===== config.mk =====
export PLATFORM = sky130hd
export DESIGN_NAME = obstacle_scheduler
export DESIGN_NICKNAME = d
export VERILOG_FILES = /design/src/rtl/obstacle_scheduler.sv
export SDC_FILE = /design/constraint.sdc
export NUM_CORES = 1
export LEC_CHECK = 0
export BUFFER_PORTS_ARGS = -buffer_cell sky130_fd_sc_hd__buf_4
export CAP_MARGIN = 20
export CORE_UTILIZATION = 60
export CTS_CLUSTER_DIAMETER = 80
export DETAILED_ROUTE_END_ITERATION = 6
export MAX_ROUTING_LAYER = met4
export PLACE_DENSITY = 0.86
export SYNTH_ARGS = -nofsm -noshare
export SYNTH_HDL_FRONTEND = slang
export SYNTH_SLANG_ARGS = --single-unit

===== constraint.sdc =====
create_clock -name clk_pix -period 8.5 [get_ports clk_pix]
set_clock_uncertainty 0.1 [all_clocks]
set_input_delay 0.85 -clock clk_pix [delete_from_list [all_inputs] [get_ports clk_pix]]
set_output_delay 0.85 -clock clk_pix [all_outputs]
set_load 0.005 [all_outputs]

===== src/rtl/obstacle_scheduler.sv =====
// Obstacle pool controller: per frame, moves active obstacles down the screen,
// retires those leaving the bottom edge, spawns new ones on a timer, latches game-over.
module obstacle_scheduler #(
  parameter int          N_OBS        = 4,
  parameter int          CORDW        = 16,
  parameter int          H_RES        = 640,
  parameter int          V_RES        = 480,
  parameter int          OBS_SIZE     = 40,
  parameter int          SPAWN_PERIOD = 60,
  parameter int          SPEED        = 2,
  parameter logic [15:0] LFSR_SEED    = 16'hACE1
) (
  input  logic                   clk_pix,
  input  logic                   rst,
  input  logic                   frame,
  input  logic                   en,
  input  logic                   collision,
  output logic [N_OBS*CORDW-1:0] obs_x,
  output logic [N_OBS*CORDW-1:0] obs_y,
  output logic [N_OBS-1:0]       obs_active,
  output logic [15:0]            score,
  output logic                   game_over,
  output logic                   busy
);

  localparam int IDX_W = (N_OBS > 1) ? $clog2(N_OBS) : 1;
  localparam int TMR_W = (SPAWN_PERIOD > 1) ? $clog2(SPAWN_PERIOD) : 1;

  localparam logic [IDX_W-1:0]        LAST_IDX   = IDX_W'(N_OBS - 1);
  localparam logic [TMR_W-1:0]        TMR_RELOAD = TMR_W'(SPAWN_PERIOD - 1);
  localparam logic signed [CORDW-1:0] V_LIM      = CORDW'(V_RES);
  localparam logic signed [CORDW-1:0] STEP       = CORDW'(SPEED);
  localparam logic signed [CORDW-1:0] SPAWN_Y    = CORDW'(-OBS_SIZE);
  localparam logic [CORDW-1:0]        X_SPAN     = CORDW'(H_RES - OBS_SIZE);
  // Feedback mask for x^16+x^14+x^13+x^11 in a right-shifting Galois LFSR.
  localparam logic [15:0]             LFSR_MASK  = 16'hB400;

  typedef enum logic [1:0] {S_IDLE, S_MOVE, S_SPAWN} state_t;

  state_t                  state_q, state_d;
  logic [IDX_W-1:0]        idx_q, idx_d;
  logic [TMR_W-1:0]        timer_q, timer_d;
  logic [15:0]             lfsr_q, lfsr_d;
  logic [15:0]             score_q, score_d;
  logic                    go_q, go_d;
  logic signed [CORDW-1:0] x_q [N_OBS];
  logic signed [CORDW-1:0] x_d [N_OBS];
  logic signed [CORDW-1:0] y_q [N_OBS];
  logic signed [CORDW-1:0] y_d [N_OBS];
  logic [N_OBS-1:0]        act_q, act_d;

  logic [15:0]             lfsr_nxt;
  logic signed [CORDW-1:0] new_y;
  logic [CORDW-1:0]        r_ext;
  logic [IDX_W-1:0]        free_idx;
  logic                    free_found;

  assign lfsr_nxt = {1'b0, lfsr_q[15:1]} ^ ({16{lfsr_q[0]}} & LFSR_MASK);

  // Descending scan so the last hit, i.e. the lowest free index, wins.
  always_comb begin
    free_found = 1'b0;
    free_idx   = '0;
    for (int i = N_OBS - 1; i >= 0; i--) begin
      if (!act_q[i]) begin
        free_found = 1'b1;
        free_idx   = IDX_W'(i);
      end
    end
  end

  always_comb begin
    // NOTE: every signal gets a default first so no path through the case infers a latch.
    state_d = state_q;
    idx_d   = idx_q;
    timer_d = timer_q;
    lfsr_d  = lfsr_q;
    score_d = score_q;
    go_d    = go_q;
    x_d     = x_q;
    y_d     = y_q;
    act_d   = act_q;
    new_y   = y_q[idx_q] + STEP;
    r_ext   = CORDW'(lfsr_nxt[9:0]);

    unique case (state_q)
      S_IDLE: begin
        if (frame) begin
          if (collision) begin
            go_d = 1'b1;
          end else if (en && !go_q) begin
            state_d = S_MOVE;
            idx_d   = '0;
          end
        end
      end

      S_MOVE: begin
        if (act_q[idx_q]) begin
          if (new_y >= V_LIM) begin
            act_d[idx_q] = 1'b0;
            x_d[idx_q]   = '0;
            y_d[idx_q]   = '0;
            if (score_q != 16'hFFFF) score_d = score_q + 16'd1;
          end else begin
            y_d[idx_q] = new_y;
          end
        end
        if (idx_q == LAST_IDX) state_d = S_SPAWN;
        else                   idx_d   = idx_q + IDX_W'(1);
      end

      S_SPAWN: begin
        lfsr_d  = lfsr_nxt;
        state_d = S_IDLE;
        if (timer_q != '0) begin
          timer_d = timer_q - TMR_W'(1);
        end else begin
          timer_d = TMR_RELOAD;
          // A full pool drops this spawn; the timer has reloaded regardless.
          if (free_found) begin
            act_d[free_idx] = 1'b1;
            y_d[free_idx]   = SPAWN_Y;
            x_d[free_idx]   = (r_ext < X_SPAN) ? r_ext : r_ext - X_SPAN;
          end
        end
      end

      default: state_d = S_IDLE;
    endcase
  end

  // NOTE: sequential state uses non-blocking assignments so all flops update together.
  always_ff @(posedge clk_pix or posedge rst) begin
    if (rst) begin
      state_q <= S_IDLE;
      idx_q   <= '0;
      timer_q <= TMR_RELOAD;
      lfsr_q  <= LFSR_SEED;
      score_q <= '0;
      go_q    <= 1'b0;
      act_q   <= '0;
      // NOTE: the slot arrays are visible outputs, so they are reset rather than left as plain storage.
      for (int i = 0; i < N_OBS; i++) begin
        x_q[i] <= '0;
        y_q[i] <= '0;
      end
    end else begin
      state_q <= state_d;
      idx_q   <= idx_d;
      timer_q <= timer_d;
      lfsr_q  <= lfsr_d;
      score_q <= score_d;
      go_q    <= go_d;
      act_q   <= act_d;
      x_q     <= x_d;
      y_q     <= y_d;
    end
  end

  for (genvar g = 0; g < N_OBS; g++) begin : g_pack
    assign obs_x[g*CORDW +: CORDW] = x_q[g];
    assign obs_y[g*CORDW +: CORDW] = y_q[g];
  end

  assign obs_active = act_q;
  assign score      = score_q;
  assign game_over  = go_q;
  assign busy       = (state_q != S_IDLE);

endmodule


# Word-level counts from Yosys, hierarchy flattened
# Cells that the tools add are included.
# totals
out_inout_bits,150
reg_bits,175
# classes
add_sub_neg,5
eq_ne,13
n_reduce_logical,17
bitwise,12
muxes,50
n_lt_le_gt_ge,10
# ops
operator,count
two-way mux 64 bit,8
one-hot mux 64 bit (2 select lines),2
bitwise AND 64 bit,2
bitwise mux 64 bit,2
two-way mux 16 bit,5
demux 16 bit (select 2 bit),2
inverter 64 bit,1
bitwise OR 48 bit,1
binary-select mux 16 bit (select 2 bit),1
two-way mux 2 bit,12
"!= test 2 bit, second input constant",9
"adder 16 x 1 -> 16 bit, second input constant",1
"adder 16 x 3 -> 16 bit, second input constant",1
bitwise AND 16 bit,1
"greater-or-equal comparator 16 x 10 -> 1 bit, second input constant",1
two-way mux 4 bit,4
"!= test 16 bit, second input constant",1
inverter 16 bit,1
bitwise XOR 15 x 16 -> 16 bit,1
AND reduction 4 bit,3
"subtractor 10 x 10 -> 11 bit, second input constant",1
"< comparator 10 bit, second input constant",1
AND reduction 5 bit,2
one-hot mux 2 bit (2 select lines),2
other kinds (23),42

# Longest topological paths before layout
# logic_depth
depth_word,14
mapped_depth,12

# Worst setup path before layout
# Ideal clock, no wire load.
# synth_timing
path_type,register to register
start,reg idx_q[0]
end,"reg x_q, in the netlist obs_x[35]"
path_buffers,3
arrival_time_ns,3.095
setup_ns,0.078
required_ns,8.322
slack_ns,5.226
stages_incl_launch_ff,13
cell_sequence,dfrtp_1 buf_6 mux4_2 ha_1 and3_4 xnor2_1 o32ai_1 o41a_4 and2_4 buf_6 o21ai_4 buf_6 o2bb2ai_1
# synth_between
elab_chain_cells,10
word_cells_on_any_way,21
# synth_lines
item,line,source
"start, declared",41,"logic [IDX_W-1:0] idx_q, idx_d;"
"start signal, assigned",150,idx_q <= idx_d;
"parallel branches: the longest is 10 deep, another holds adder 16 x 3 -> 16 bit",-,
"end signal, assigned by index",145,x_q[i] <= '0;
"end signal, assigned",156,x_q <= x_d;
"end, declared",46,logic signed [CORDW-1:0] x_q [N_OBS];
# Parallel ways; which one is timed is not known. The select of a mux whose other input is x is not followed.
# A chain may end at the register's enable or synchronous reset.

# Final worst setup path
# layout_timing
start,reg idx_q[1]
end,"reg x_q, in the netlist obs_x[3]"
# Same word-level chain as after synthesis.

==> flow_summary.yaml <==
synthesis:
  ys_types: 68
  synth_edf_count: 0
  yosys-top-cells-count: "dfrtp_1 (162), nand2_1 (95), nor2_1 (51)"
  postSynthCellCount: 711
  syn_avg_cell_area_um2: 11.4
  syn_area_um2: 8100
  synthTopCellsByArea: "dfrtp_1 (50%), mux4_2 (4.7%), nand2_1 (4.4%)"
  synth.top_cell.area_share: 0.501
  synthArstFlopShare: 1.00
  ys_ff_latch: 175
  synth_nets: 724
  ys.flop_type: "dfrtp_1"
  yosys_warnings: 0
  synth_most_common_cell: "dfrtp_1"
  yosysSeqAreaShare: 0.543
  synth_area_leader_cell: "dfrtp_1"
worst_setup_path:
  path_cells: "mux4_2 > ha_1 > and3_4 > xnor2_1 > o32ai_1 > o41a_4 > a21oi_1 > buf_4 > or2_1 > o2bb2ai_1"
  r2r-end: "obs_x[3]"
  endpoint_kind: "flop"
  cp_slowest_cell: "dfrtp_1"
  path_class: "reg -> reg"
  worst-r2r-cell-count: 10
  critPathBufInv: 1
  worst_ep_required_time_ns: 8.74
  cp_top_family: "compound AO/OA/AOI/OAI gates"
  crit_arrival_ns: 4.84
  max_stage_delay_ns: 0.93
  r2r_start: "idx_q[1]"
  rrSetupSlack_ns: 3.90
  crit_path_start_kind: "flop"
  worstPathMaxFanout: 25
die:
  num_rows: 42
  dieArea_um2: 14000
  core_area_um2: 13200
  fp.dieH_um: 118
  io_pins: 155
  die_w_um: 118
  initial_utilization: 0.614
pwr:
  power_density_nw_per_um2: 280
  leakage_nw: 4.72
  ir_drop_mv: 0.140
timing:
  slew_headroom: 0.373
  final_hold_viol_count: 0
  rsz0062_at_grt: "no"
  finalCritPeriodShare: 0.541
  worst_pin_slew_ns: 0.940
  fmax_mhz: 218
  hold_ws_ns: 0.367
  fin_tns_setup_ns: 0
  drv_slew: 0
  post-route-min-period_ns: 4.60
  setup_viol: 0
grt:
  gr-total-overflow: 0
  grt_max_degree: 101
  grt_usage: 0.328
  grt_pass1_vias: 6392
  antenna_found_initial: 0
  grt_pass1_wl_mm: 34.4
clocking:
  clock-sinks: 175
  clkTransAtPathRegs_ns: 0.07
  cts_tree: "yes"
  cts_buffer_depth: 2
  ctsResizeCount: 0
  cts.hold.buffers_added: 0
  post_cts_buffers: 0
  cts_buffers: 17
  root_buffer: "clkbuf_16"
  h-tree-depth: 4
  insertion_delay_ns: 0.43
hold_path:
  hp-class: "reg -> reg"
  hold_end: "lfsr_q[11]"
  min-delay-start: "lfsr_q[11]"
  worst_hold_path.num_cells: 2
routing:
  wirelength_mm: 21.2
  first_pass_iters: 5
  post-route-drc-count: 0
  antenna_left: 0
  wl_per_cell_um: 20.3
  num_vias: 6475
  drt-vias-per-instance: 6.21
  drtIter0Drc: 720
finish:
  drive_gt1_frac: 0.287
  areaGrowthSynthToFinish_pct: 22.3
  layout.nets: 867
  antenna_cells: 0
job:
  max_cap_violations: 0
place:
  portBuffers: 154
  hpwlAfterDp_mm: 14.8
  place.gp.congestion: 0.888
run_status:
  outcome: "complete, no violations"
==> layout by cell type (no fill, tap or decap), drive strengths merged, types with 9 or more instances in the layout <==
cell type    n
nor2        52
xor2        16
inv         16
nor3        11
nand3       24
clkbuf      19
buf        159
dfrtp      162
nand2       95
dfstp       13
and3         9
a22o        17
or2         10
o21ai       34
a21o        21
o22a        32
o2bb2ai     29
xnor2       24
a21oi       18
mux4        17
==> area by class of cell <==
type	count	area, um2
Inverter	13	53.8
Sequential cell	175	4400
Timing Repair Buffer	159	1200
Fill cell	896	3290
Clock buffer	19	433
Clock inverter	13	140
Multi-Input combinational cell	488	3460
Tap cell	176	220
==> state kept, by name (all words and copies together) (netlist names) <==
signal,count
score,16
obs_x,64
state_q,2
obs_y,64
idx_q,2
lfsr_q,16
game_over,1
obs_active,4
timer_q,6
==> how the worst max path moves through the flow <==
stage	depth (start not counted)	slack, ns	endpoint	start
finish	10	3.90	obs_x[3]	idx_q[1]
global route	10	3.71	obs_x[3]	idx_q[1]
CTS	10	3.96	obs_x[3]	idx_q[1]
detailed placement	10	4.00	obs_x[3]	idx_q[1]
global placement	9	3.87	obs_x[1]	idx_q[1]
floorplan	1	2.83	game_over	rst
==> power by group <==
part | switching (mW) | internal (mW) | leakage, nW | total, mW
registers | 0.156 | 0.969 | 2.22 | 1.13
clock network | 0.330 | 0.434 | 0.275 | 0.764
logic | 0.470 | 0.414 | 2.23 | 0.884
total | 0.955 | 1.82 | 4.72 | 2.77
==> metrics by stage <==
step / power [mW] / worst slack (ns) / utilization / std cells / cell area [um2]
after floorplan: 1.68 / 2.83 / - / 711 / 8100
after global placement: 1.98 / 3.87 / 0.706 / 1009 / 9310
after detailed placement: 2.01 / 4.00 / 0.706 / 1010 / 9320
after CTS: 2.77 / 3.96 / 0.750 / 1042 / 9890
after global routing: 2.90 / 3.71 / 0.751 / 1043 / 9900
final: 2.77 / 3.90 / 0.751 / 1043 / 9900
==> routing by layer <==
| metal | track usage | share of wire | wire length [um] |
|---|---|---|---|
| met5 | - | 0 | 0 |
| met4 | 0.140 | 0.025 | 527 |
| met3 | 0.0405 | 0.062 | 1310 |
| met2 | 0.497 | 0.49 | 10400 |
| met1 | 0.450 | 0.42 | 8970 |
==> tightest hold or removal path, stage by stage (launching register included) <==
cell and delay [ns]:
dfstp_2 0.37, nand2_1 0.05, nand2_1 0.05
==> cell families after synthesis <==
family,after synthesis,synth area share
AOI/OAI and AO/OA,183,0.178
DFF,175,0.543
xor gates and xnor gates,40,0.0442
buffers and inverters,48,0.0300
and+or+nand+nor,236,0.140
adders and majority gates,8,0.0124
muxes,21,0.0524
No activity file was read; power rests on OpenSTA's default activity.
